`config.mk`:
```
export PLATFORM = sky130hd
export DESIGN_NAME = relu_backward_flat
export DESIGN_NICKNAME = d
export VERILOG_FILES = /design/src/rtl/relu_backward_if.sv /design/src/rtl/relu_backward.sv /design/src/flat_wrapper.sv
export SDC_FILE = /design/constraint.sdc
export NUM_CORES = 1
export LEC_CHECK = 0
export BUFFER_PORTS_ARGS = -buffer_cell sky130_fd_sc_hd__buf_2
export CAP_MARGIN = 30
export CORE_MARGIN = 2
export CORE_UTILIZATION = 24
export CTS_BUF_LIST = sky130_fd_sc_hd__clkbuf_16
export CTS_CLUSTER_DIAMETER = 50
export DETAILED_ROUTE_END_ITERATION = 7
export GPL_ROUTABILITY_DRIVEN = 0
export SETUP_SLACK_MARGIN = 0.15
export SYNTH_ARGS = -nofsm -noshare
export SYNTH_HDL_FRONTEND = slang
export SYNTH_SLANG_ARGS = --single-unit
```
`constraint.sdc`:
```
create_clock -name clk -period 2.5 [get_ports clk]
set_input_delay 0.25 -clock clk [delete_from_list [all_inputs] [get_ports clk]]
set_output_delay 0.25 -clock clk [all_outputs]
set_load 0.02 [all_outputs]
```
`src/rtl/relu_backward_if.sv`:
```
// mem_handle: one-word-per-transaction memory port shared by the FPU layer chain.
// The master holds r_en/w_en with avail until done, then drops and bumps ptr.
interface mem_handle;
  logic        r_en;
  logic        w_en;
  logic        avail;
  logic [31:0] ptr;
  logic [31:0] data_store;
  logic [31:0] data_load;
  logic        done;
  logic [31:0] region_end;

  modport master (
    output r_en, w_en, avail, ptr, data_store,
    input  data_load, done, region_end
  );

  modport slave (
    input  r_en, w_en, avail, ptr, data_store,
    output data_load, done, region_end
  );
endinterface

```
`src/rtl/relu_backward.sv`:
```
// relu_backward: dX = (X > 0) ? dY : +0.0, streamed word by word over mem_handle ports.
// Optional RELU_BW_SHAPE_CHECK_EN compares the dY and X headers and raises err.
module relu_backward (
  input  logic clk,
  input  logic rst_l,
  mem_handle.master a,
  mem_handle.master b,
  mem_handle.master c,
  mem_handle.master d,
  input  logic go,
`ifdef RELU_BW_SHAPE_CHECK_EN
  output logic done,
  output logic err
`else
  output logic done
`endif
);

  typedef enum logic [2:0] {
    S_WAIT,
    S_HDR_RD,
    S_HDR_WR,
    S_LOOP,
    S_RD_A,
    S_RD_B,
    S_WR,
    S_DONE
  } state_t;

  state_t      state;
  logic        a_req;
  logic        b_req;
  logic        d_req;
  logic [31:0] a_ptr;
  logic [31:0] b_ptr;
  logic [31:0] d_ptr;
  logic [31:0] d_wdata;
  logic [31:0] g;
  logic [1:0]  hcnt;
  logic [1:0]  hlen;
  logic [1:0]  hcnt_nx;
  logic        a_hit;
  logic        b_hit;
  logic        d_hit;

  function automatic logic [1:0] hlen_of(input logic [31:0] w);
    return (w == 32'd1) ? 2'd2 : 2'd3;
  endfunction

  // Strictly positive: sign clear and not a zero pattern (NaN/Inf included).
  function automatic logic pass(input logic [31:0] x);
    return !x[31] && (x[30:0] != 31'd0);
  endfunction

  assign a_hit   = a_req & a.done;
  assign b_hit   = b_req & b.done;
  assign d_hit   = d_req & d.done;
  assign hcnt_nx = hcnt + 2'd1;

  assign a.r_en       = a_req;
  assign a.avail      = a_req;
  assign a.w_en       = 1'b0;
  assign a.ptr        = a_ptr;
  assign a.data_store = 32'h0;

  assign b.r_en       = b_req;
  assign b.avail      = b_req;
  assign b.w_en       = 1'b0;
  assign b.ptr        = b_ptr;
  assign b.data_store = 32'h0;

  assign c.r_en       = 1'b0;
  assign c.w_en       = 1'b0;
  assign c.avail      = 1'b0;
  assign c.ptr        = 32'h0;
  assign c.data_store = 32'h0;

  assign d.r_en       = 1'b0;
  assign d.w_en       = d_req;
  assign d.avail      = d_req;
  assign d.ptr        = d_ptr;
  assign d.data_store = d_wdata;

  assign done = (state == S_DONE);

  logic unused_ok;
  assign unused_ok = ^{a.region_end, b.region_end,
                       c.data_load, c.done, c.region_end,
                       d.data_load};

`ifdef RELU_BW_SHAPE_CHECK_EN
  logic        a_got;
  logic        b_got;
  logic        err_q;
  logic [31:0] hword_a;
  logic [31:0] hword_b;
  logic [31:0] wa;
  logic [31:0] wb;
  logic        a_fin;
  logic        b_fin;

  assign wa    = a_hit ? a.data_load : hword_a;
  assign wb    = b_hit ? b.data_load : hword_b;
  assign a_fin = a_got | a_hit;
  assign b_fin = b_got | b_hit;
  assign err   = err_q;
`endif

  always_ff @(posedge clk or negedge rst_l) begin
    if (!rst_l) begin
      state   <= S_WAIT;
      a_req   <= 1'b0;
      b_req   <= 1'b0;
      d_req   <= 1'b0;
      a_ptr   <= 32'h0;
      b_ptr   <= 32'h0;
      d_ptr   <= 32'h0;
      d_wdata <= 32'h0;
      g       <= 32'h0;
      hcnt    <= 2'd0;
      hlen    <= 2'd0;
`ifdef RELU_BW_SHAPE_CHECK_EN
      a_got   <= 1'b0;
      b_got   <= 1'b0;
      err_q   <= 1'b0;
      hword_a <= 32'h0;
      hword_b <= 32'h0;
`endif
    end else begin
      unique case (state)
        S_WAIT: begin
          if (go) begin
            a_ptr <= 32'h0;
            b_ptr <= 32'h0;
            d_ptr <= 32'h0;
            hcnt  <= 2'd0;
            a_req <= 1'b1;
`ifdef RELU_BW_SHAPE_CHECK_EN
            b_req <= 1'b1;
            a_got <= 1'b0;
            b_got <= 1'b0;
            err_q <= 1'b0;
`endif
            state <= S_HDR_RD;
          end
        end
        S_HDR_RD: begin
`ifdef RELU_BW_SHAPE_CHECK_EN
          if (a_hit) begin
            a_req   <= 1'b0;
            a_ptr   <= a_ptr + 32'd1;
            hword_a <= a.data_load;
            a_got   <= 1'b1;
          end
          if (b_hit) begin
            b_req   <= 1'b0;
            b_ptr   <= b_ptr + 32'd1;
            hword_b <= b.data_load;
            b_got   <= 1'b1;
          end
          if (a_fin && b_fin) begin
            a_got <= 1'b0;
            b_got <= 1'b0;
            if (wa != wb) begin
              err_q <= 1'b1;
              state <= S_DONE;
            end else begin
              if (hcnt == 2'd0) hlen <= hlen_of(wa);
              d_req   <= 1'b1;
              d_wdata <= wa;
              state   <= S_HDR_WR;
            end
          end
`else
          if (a_hit) begin
            a_req <= 1'b0;
            a_ptr <= a_ptr + 32'd1;
            if (hcnt == 2'd0) hlen <= hlen_of(a.data_load);
            d_req   <= 1'b1;
            d_wdata <= a.data_load;
            state   <= S_HDR_WR;
          end
`endif
        end
        S_HDR_WR: begin
          if (d_hit) begin
            d_req <= 1'b0;
            d_ptr <= d_ptr + 32'd1;
            hcnt  <= hcnt_nx;
            if (hcnt_nx < hlen) begin
              a_req <= 1'b1;
`ifdef RELU_BW_SHAPE_CHECK_EN
              b_req <= 1'b1;
`endif
              state <= S_HDR_RD;
            end else begin
`ifndef RELU_BW_SHAPE_CHECK_EN
              b_ptr <= {30'd0, hlen};
`endif
              state <= S_LOOP;
            end
          end
        end
        S_LOOP: begin
          if (d_ptr == d.region_end) begin
            state <= S_DONE;
          end else begin
            a_req <= 1'b1;
            state <= S_RD_A;
          end
        end
        S_RD_A: begin
          if (a_hit) begin
            a_req <= 1'b0;
            a_ptr <= a_ptr + 32'd1;
            g     <= a.data_load;
            b_req <= 1'b1;
            state <= S_RD_B;
          end
        end
        S_RD_B: begin
          if (b_hit) begin
            b_req   <= 1'b0;
            b_ptr   <= b_ptr + 32'd1;
            d_req   <= 1'b1;
            d_wdata <= pass(b.data_load) ? g : 32'h0;
            state   <= S_WR;
          end
        end
        S_WR: begin
          if (d_hit) begin
            d_req <= 1'b0;
            d_ptr <= d_ptr + 32'd1;
            state <= S_LOOP;
          end
        end
        S_DONE: begin
          if (!go) state <= S_WAIT;
        end
        default: state <= S_WAIT;
      endcase
    end
  end

endmodule

```
`src/flat_wrapper.sv`:
```
// flat-port wrapper written by rule: the top's interface ports become plain ports
module relu_backward_flat 
  (clk, rst_l, go, done, a_r_en, a_w_en, a_avail, a_ptr, a_data_store, a_data_load, a_done, a_region_end, b_r_en, b_w_en, b_avail, b_ptr, b_data_store, b_data_load, b_done, b_region_end, c_r_en, c_w_en, c_avail, c_ptr, c_data_store, c_data_load, c_done, c_region_end, d_r_en, d_w_en, d_avail, d_ptr, d_data_store, d_data_load, d_done, d_region_end);
  mem_handle a_i ();
  mem_handle b_i ();
  mem_handle c_i ();
  mem_handle d_i ();
  input  logic clk;
  input  logic rst_l;
  input  logic go;
  output logic done;
  output wire logic [$bits(a_i.r_en)-1:0] a_r_en;
  output wire logic [$bits(a_i.w_en)-1:0] a_w_en;
  output wire logic [$bits(a_i.avail)-1:0] a_avail;
  output wire logic [$bits(a_i.ptr)-1:0] a_ptr;
  output wire logic [$bits(a_i.data_store)-1:0] a_data_store;
  input wire logic [$bits(a_i.data_load)-1:0] a_data_load;
  input wire logic [$bits(a_i.done)-1:0] a_done;
  input wire logic [$bits(a_i.region_end)-1:0] a_region_end;
  output wire logic [$bits(b_i.r_en)-1:0] b_r_en;
  output wire logic [$bits(b_i.w_en)-1:0] b_w_en;
  output wire logic [$bits(b_i.avail)-1:0] b_avail;
  output wire logic [$bits(b_i.ptr)-1:0] b_ptr;
  output wire logic [$bits(b_i.data_store)-1:0] b_data_store;
  input wire logic [$bits(b_i.data_load)-1:0] b_data_load;
  input wire logic [$bits(b_i.done)-1:0] b_done;
  input wire logic [$bits(b_i.region_end)-1:0] b_region_end;
  output wire logic [$bits(c_i.r_en)-1:0] c_r_en;
  output wire logic [$bits(c_i.w_en)-1:0] c_w_en;
  output wire logic [$bits(c_i.avail)-1:0] c_avail;
  output wire logic [$bits(c_i.ptr)-1:0] c_ptr;
  output wire logic [$bits(c_i.data_store)-1:0] c_data_store;
  input wire logic [$bits(c_i.data_load)-1:0] c_data_load;
  input wire logic [$bits(c_i.done)-1:0] c_done;
  input wire logic [$bits(c_i.region_end)-1:0] c_region_end;
  output wire logic [$bits(d_i.r_en)-1:0] d_r_en;
  output wire logic [$bits(d_i.w_en)-1:0] d_w_en;
  output wire logic [$bits(d_i.avail)-1:0] d_avail;
  output wire logic [$bits(d_i.ptr)-1:0] d_ptr;
  output wire logic [$bits(d_i.data_store)-1:0] d_data_store;
  input wire logic [$bits(d_i.data_load)-1:0] d_data_load;
  input wire logic [$bits(d_i.done)-1:0] d_done;
  input wire logic [$bits(d_i.region_end)-1:0] d_region_end;
  assign a_r_en = a_i.r_en;
  assign a_w_en = a_i.w_en;
  assign a_avail = a_i.avail;
  assign a_ptr = a_i.ptr;
  assign a_data_store = a_i.data_store;
  assign a_i.data_load = a_data_load;
  assign a_i.done = a_done;
  assign a_i.region_end = a_region_end;
  assign b_r_en = b_i.r_en;
  assign b_w_en = b_i.w_en;
  assign b_avail = b_i.avail;
  assign b_ptr = b_i.ptr;
  assign b_data_store = b_i.data_store;
  assign b_i.data_load = b_data_load;
  assign b_i.done = b_done;
  assign b_i.region_end = b_region_end;
  assign c_r_en = c_i.r_en;
  assign c_w_en = c_i.w_en;
  assign c_avail = c_i.avail;
  assign c_ptr = c_i.ptr;
  assign c_data_store = c_i.data_store;
  assign c_i.data_load = c_data_load;
  assign c_i.done = c_done;
  assign c_i.region_end = c_region_end;
  assign d_r_en = d_i.r_en;
  assign d_w_en = d_i.w_en;
  assign d_avail = d_i.avail;
  assign d_ptr = d_i.ptr;
  assign d_data_store = d_i.data_store;
  assign d_i.data_load = d_data_load;
  assign d_i.done = d_done;
  assign d_i.region_end = d_region_end;
  relu_backward u_core (.clk(clk), .rst_l(rst_l), .a(a_i), .b(b_i), .c(c_i), .d(d_i), .go(go), .done(done));
endmodule
```
# Yosys cells after proc, flatten, opt, wreduce, memory -nomap -nowiden
# Index checks and enable logic that the tools add are counted.
classes:
  n_reduce_logical: 26
  n_addsub: 4
  n_mux: 39
  bitwise: 3
  n_lt_le_gt_ge: 1
  n_eq_ne: 21
ops:
  columns: ["op", "n"]
  rows:
  - ["two-way mux 32 bit", 9]
  - ["case mux 32 bit (2 select lines)", 3]
  - ["adder 32 x 1 -> 32 bit (second input constant)", 3]
  - ["case mux 32 bit (3 select lines)", 1]
  - ["== test 32 x 1 -> 1 bit (second input constant)", 1]
  - ["== test 32 bit", 1]
  - ["nonzero test 31 bit", 1]
  - ["case mux 3 bit (8 select lines)", 1]
  - ["two-way mux 3 bit", 7]
  - ["AND reduction 3 bit", 6]
  - ["!= test 2 x 1 -> 1 bit (second input constant)", 8]
  - ["== test 3 bit (second input constant)", 4]
  - ["two-way mux 1 bit", 10]
  - ["nonzero test 2 bit", 5]
  - ["two-way mux 2 bit", 4]
  - ["!= test 2 bit (second input constant)", 4]
  - ["AND reduction 7 bit", 1]
  - ["== test 3 x 2 -> 1 bit (second input constant)", 2]
  - ["AND reduction 6 bit", 1]
  - ["nonzero test 3 bit", 2]
  - ["AND reduction 5 bit", 1]
  - ["case mux 1 bit (4 select lines)", 1]
  - ["case mux 2 bit (2 select lines)", 1]
  - ["AND reduction 4 bit", 1]
  - ["other kinds (13)", 16]
totals:
  in_bits: 263
  register_bits: 170
  wordCells: 105
  out_inout_bits: 269

# Longest topological paths before layout
logic_depth:
  ltp_word: 5
  depth_mapped: 10
  ltp_nobuf: 9

# Worst setup path after synthesis
# No wires, ideal clock.
synth_path:
  path_kind: "reg-to-reg"
  startpoint: "register u_core.hcnt[0]"
  endpoint: "register u_core.b_ptr[22], in the netlist u_core.b.ptr[22]"
  setup_time_ps: 132
  path_stages_with_launch: 11
  slack_ps: -121
  arrival_time_ps: 2489
  synth_period_minus_slack_ps: 2621
  path_buffers: 1
  t_required_ps: 2368
  cell_sequence: "dfrtp_1 inv_1 ha_1 ha_1 a21bo_2 and3_1 or4_1 clkbuf_1 nor4_1 xnor2_1 nor2_1"
synth_via:
  elab_chain_len: 4
synth_lines:
  columns: ["item", "line_no", "text"]
  rows:
  - ["from (decl)", "relu_backward.sv:39", "logic [1:0] hcnt;"]
  - ["from (signal assigned)", "relu_backward.sv:189", "hcnt <= hcnt_nx;"]
  - ["adder 2 x 1 -> 2 bit", "relu_backward.sv:58", "assign hcnt_nx = hcnt + 2'd1;"]
  - ["less-than comparator 2 bit", "relu_backward.sv:190", "if (hcnt_nx < hlen) begin"]
  - ["!= test 2 bit (no line)", null, null]
  - ["AND reduction 5 bit (no line)", null, null]
  - ["to (signal assigned)", "relu_backward.sv:198", "b_ptr <= {30'd0, hlen};"]
  - ["to (signal assigned)", "relu_backward.sv:224", "b_ptr <= b_ptr + 32'd1;"]
  - ["to (decl)", "relu_backward.sv:35", "logic [31:0] b_ptr;"]
# Every way passes these cells.
# A chain may end at the register's enable or synchronous reset.

# Worst setup path in the final report
layout_path:
  startpoint: "register u_core.hcnt[1]"
  endpoint: "register u_core.b_ptr[22], in the netlist u_core.b.ptr[22]"
# The elaborated chain is that of the path after synthesis.

==> results.cfg <==
[timing]
fin_crit_sh = 0.976
rsz0062_at_grt = yes
relSlewSlack = 0.624
setup_violations = 0
max_freq_ghz = 0.410
tightestPinTransition_ns = 0.557
post-route-min-period_ns = 2.44
maxSlewViolCount = 0
hold_viol = 0
skew_ns = 0.00921

[logic_synthesis]
ys_warn_count = 0
yosys-top-cells-area = dfrtp_1 43%, buf_4 10%, nor2_1 5.4%
yosysTopAreaCellShare = 0.433
synth_cells = 1052
ys.flop_type = dfrtp_1
synthMuxAreaShare = 0.0423
async_flop_share = 1.00
yosysTopAreaCell = dfrtp_1
synth_top_family_by_area = simple AND/OR/NAND/NOR gates
synth-compound-area-share = 0.0742
synth-simple-area-share = 0.210
synthXorXnorAreaFrac = 0.0982
postSynthAreaPerCell_um2 = 9.33
synth_edf_count = 0
synth_fa_ha_area_frac = 0.0115
ys_ff_latch = 170
yosys.cell_types.count = 57
netlist_area_um2 = 9820
ys_seq_area_frac = 0.433

[layout]
syn_to_final_growth_pct = 27.5
fin_area_um2 = 12500
fin_nets = 1604
fin_cells = 1881
drive_gt1_frac = 0.322

[floorplan]
placementRows = 74
die_w_um = 206
design.portCount = 532
die_h_um = 206
core_um2 = 40600
start_util = 0.242
design.die.area_um2 = 42500

[setup_path]
critPathCaptureType = register
cp_max_fo = 5
required_ns = 2.83
arrival_ns = 2.77
worstSetupStartpointType = register
crit_type = reg2reg

[clock_tree]
cts_sinks = 170
ctsRootBufferMaster = clkbuf_16
cts_tree = yes
clkTransAtPathRegs_ns = 0.08
clock_path_buffers = 2
h-tree-depth = 4
numCtsBuffers = 17
clk_latency_ns = 0.44

[grt]
grt_pass1_vias = 7611
grt-ovfl-total = 0
grt_max_degree = 65
track_usage = 0.132
antenna_found_initial = 9
grt_first_pass_wirelength_mm = 43.0

[detailed_routing]
wl_mm = 28.5
antenna_left = 0
drt_iter0_drc = 343
drt_pass1_iterations = 4
via_count = 8095
drcViolationCount = 0
viasPerCell = 4.30
wl_per_cell_um = 15.2

[placed_design]
dp_hpwl_mm = 21.2
place_area_um2 = 11500
numPortBuffers = 236
dp.cells = 1829

[pwr]
power_leakage_uw = 0.00602
power_density_nw_per_um2 = 873
peakVddDrop_v = 0.000624

[hold_path]
hp-class = in2reg

[flow_run]
drv_cap = 0

[run_status]
outcome = complete, no violations
==> cell usage after synthesis (all sizes together), types with 2 or more instances <==
library cell,instances
a31oi,2
clkbuf,30
a32oi,2
a21o,2
xnor2,50
or3,6
and4,7
nand4,33
o21bai,2
and3,9
inv,23
nor3,20
nand2,48
buf,147
xor2,60
nor4bb,2
and2,4
nand3,34
nor3b,2
dfrtp,170
o21a,2
a21oi,79
nor2,141
nor4b,4
a22o,2
a32o,2
nor2b,36
nand4b,2
o22ai,3
o21ai,23
o31ai,2
or4,2
nor4,43
o211ai,2
mux2,36
ha,9
==> metrics by stage <==
step           utilization  hold slack (ns)  TNS [ns]  power (µW)  setup slack [ns]
2_1_floorplan            -          -0.0456         0        6690            0.0911
3_3_place_gp         0.284            0.247   -0.0334        8030           -0.0186
3_5_place_dp         0.284            0.245    -0.499        8120           -0.0777
4_1_cts              0.301           0.0360  -0.00689       11000          -0.00689
5_1_grt              0.308           0.0494   -0.0487       11700           -0.0241
6_report             0.308           0.0745         0       10900            0.0598
==> placed cells by master, fill, tap and decap left out, drive strengths merged, types with 33 or more instances in the layout <==
master / synthesis / final
a21oi: 79 / 79
buf: 147 / 302
conb: 1 / 134
dfrtp: 170 / 170
inv: 23 / 33
mux2: 36 / 36
nand2: 48 / 48
nand3: 34 / 34
nand4: 33 / 33
nor2: 141 / 141
nor2b: 36 / 36
nor4: 43 / 43
xnor2: 50 / 50
xor2: 60 / 60
==> flip-flops by register name, summed over array words and instances (netlist names), 2 cells and up <==
signal	flops
u_core.a.ptr	32
u_core.d.ptr	32
u_core.hcnt	2
u_core.b.ptr	32
u_core.hlen	2
u_core.g	32
u_core.d.data_store	32
u_core.state	3
==> worst max-delay path, stage by stage, from the launching register on <==
cell and delay (ns):
dfrtp_1 0.39, inv_2 0.07, ha_4 0.21, ha_4 0.25, a21bo_4 0.22, and3_4 0.14
or4_4 0.53, buf_12 0.17, nor4_4 0.14, xnor2_1 0.15, nor2_1 0.06
==> final timing paths <==
kind	start	to	slack, ns	cells past startpoint
setup reg to reg	u_core.hcnt[1]	u_core.b.ptr[22]	0.06	10
hold reg to reg	u_core.g[20]	u_core.g[20]	0.51	1
max in group asynchronous	rst_l	u_core.g[18]	1.37	3
min in group asynchronous	rst_l	u_core.a.ptr[24]	0.33	2
setup / recovery	u_core.hcnt[1]	u_core.b.ptr[22]	0.06	10
hold / removal	a_data_load[4]	u_core.g[4]	0.07	2
==> cell type report <==
class,count,area (µm²)
Fill cell,4227,28000
Multi-Input combinational cell,815,5080
Sequential cell,170,4260
Timing Repair Buffer,305,1830
Tap cell,532,666
Clock buffer,17,425
Clock inverter,15,149
Inverter,23,86.3
Antenna cell,4,10.0
==> layer usage <==
layer  vias to the layer above  track usage  wire, µm  share of wire
li1                       3890            -         -              -
met1                      3912        0.169     12600           0.44
met2                       264        0.217     13600           0.48
met3                        27       0.0391      1870          0.065
met4                         2       0.0362       423          0.015
met5                         -            0        11        0.00039
==> repair_timing <==
item	in CTS	in global routing
cloned	0	1
setup buffers	4	10
endpoints found under the setup margin	57	62
gates resized for setup	13	35
pin swaps	2	8
endpoints found under the hold margin	48	0
hold buffers	1	0
==> report_power, final <==
part / total, µW / leakage (µW) / switching (µW) / internal, µW
sequential: 3830 / 0.00220 / 424 / 3400
combinational: 4420 / 0.00353 / 2740 / 1680
clock: 2670 / 0.000286 / 1260 / 1410
==> kinds of logic (layout without fill, tap and decap cells) <==
| group | Yosys count | count (layout) |
|---|---|---|
| xor gates and xnor gates | 110 | 110 |
| muxes | 37 | 37 |
| adders and majority gates | 9 | 9 |
| buffers and inverters | 200 | 360 |
| AOI/OAI and AO/OA | 129 | 129 |
| and+or+nand+nor | 396 | 396 |
| other | 1 | 138 |
| DFF | 170 | 170 |
No activity file was read; power rests on OpenSTA's default activity.
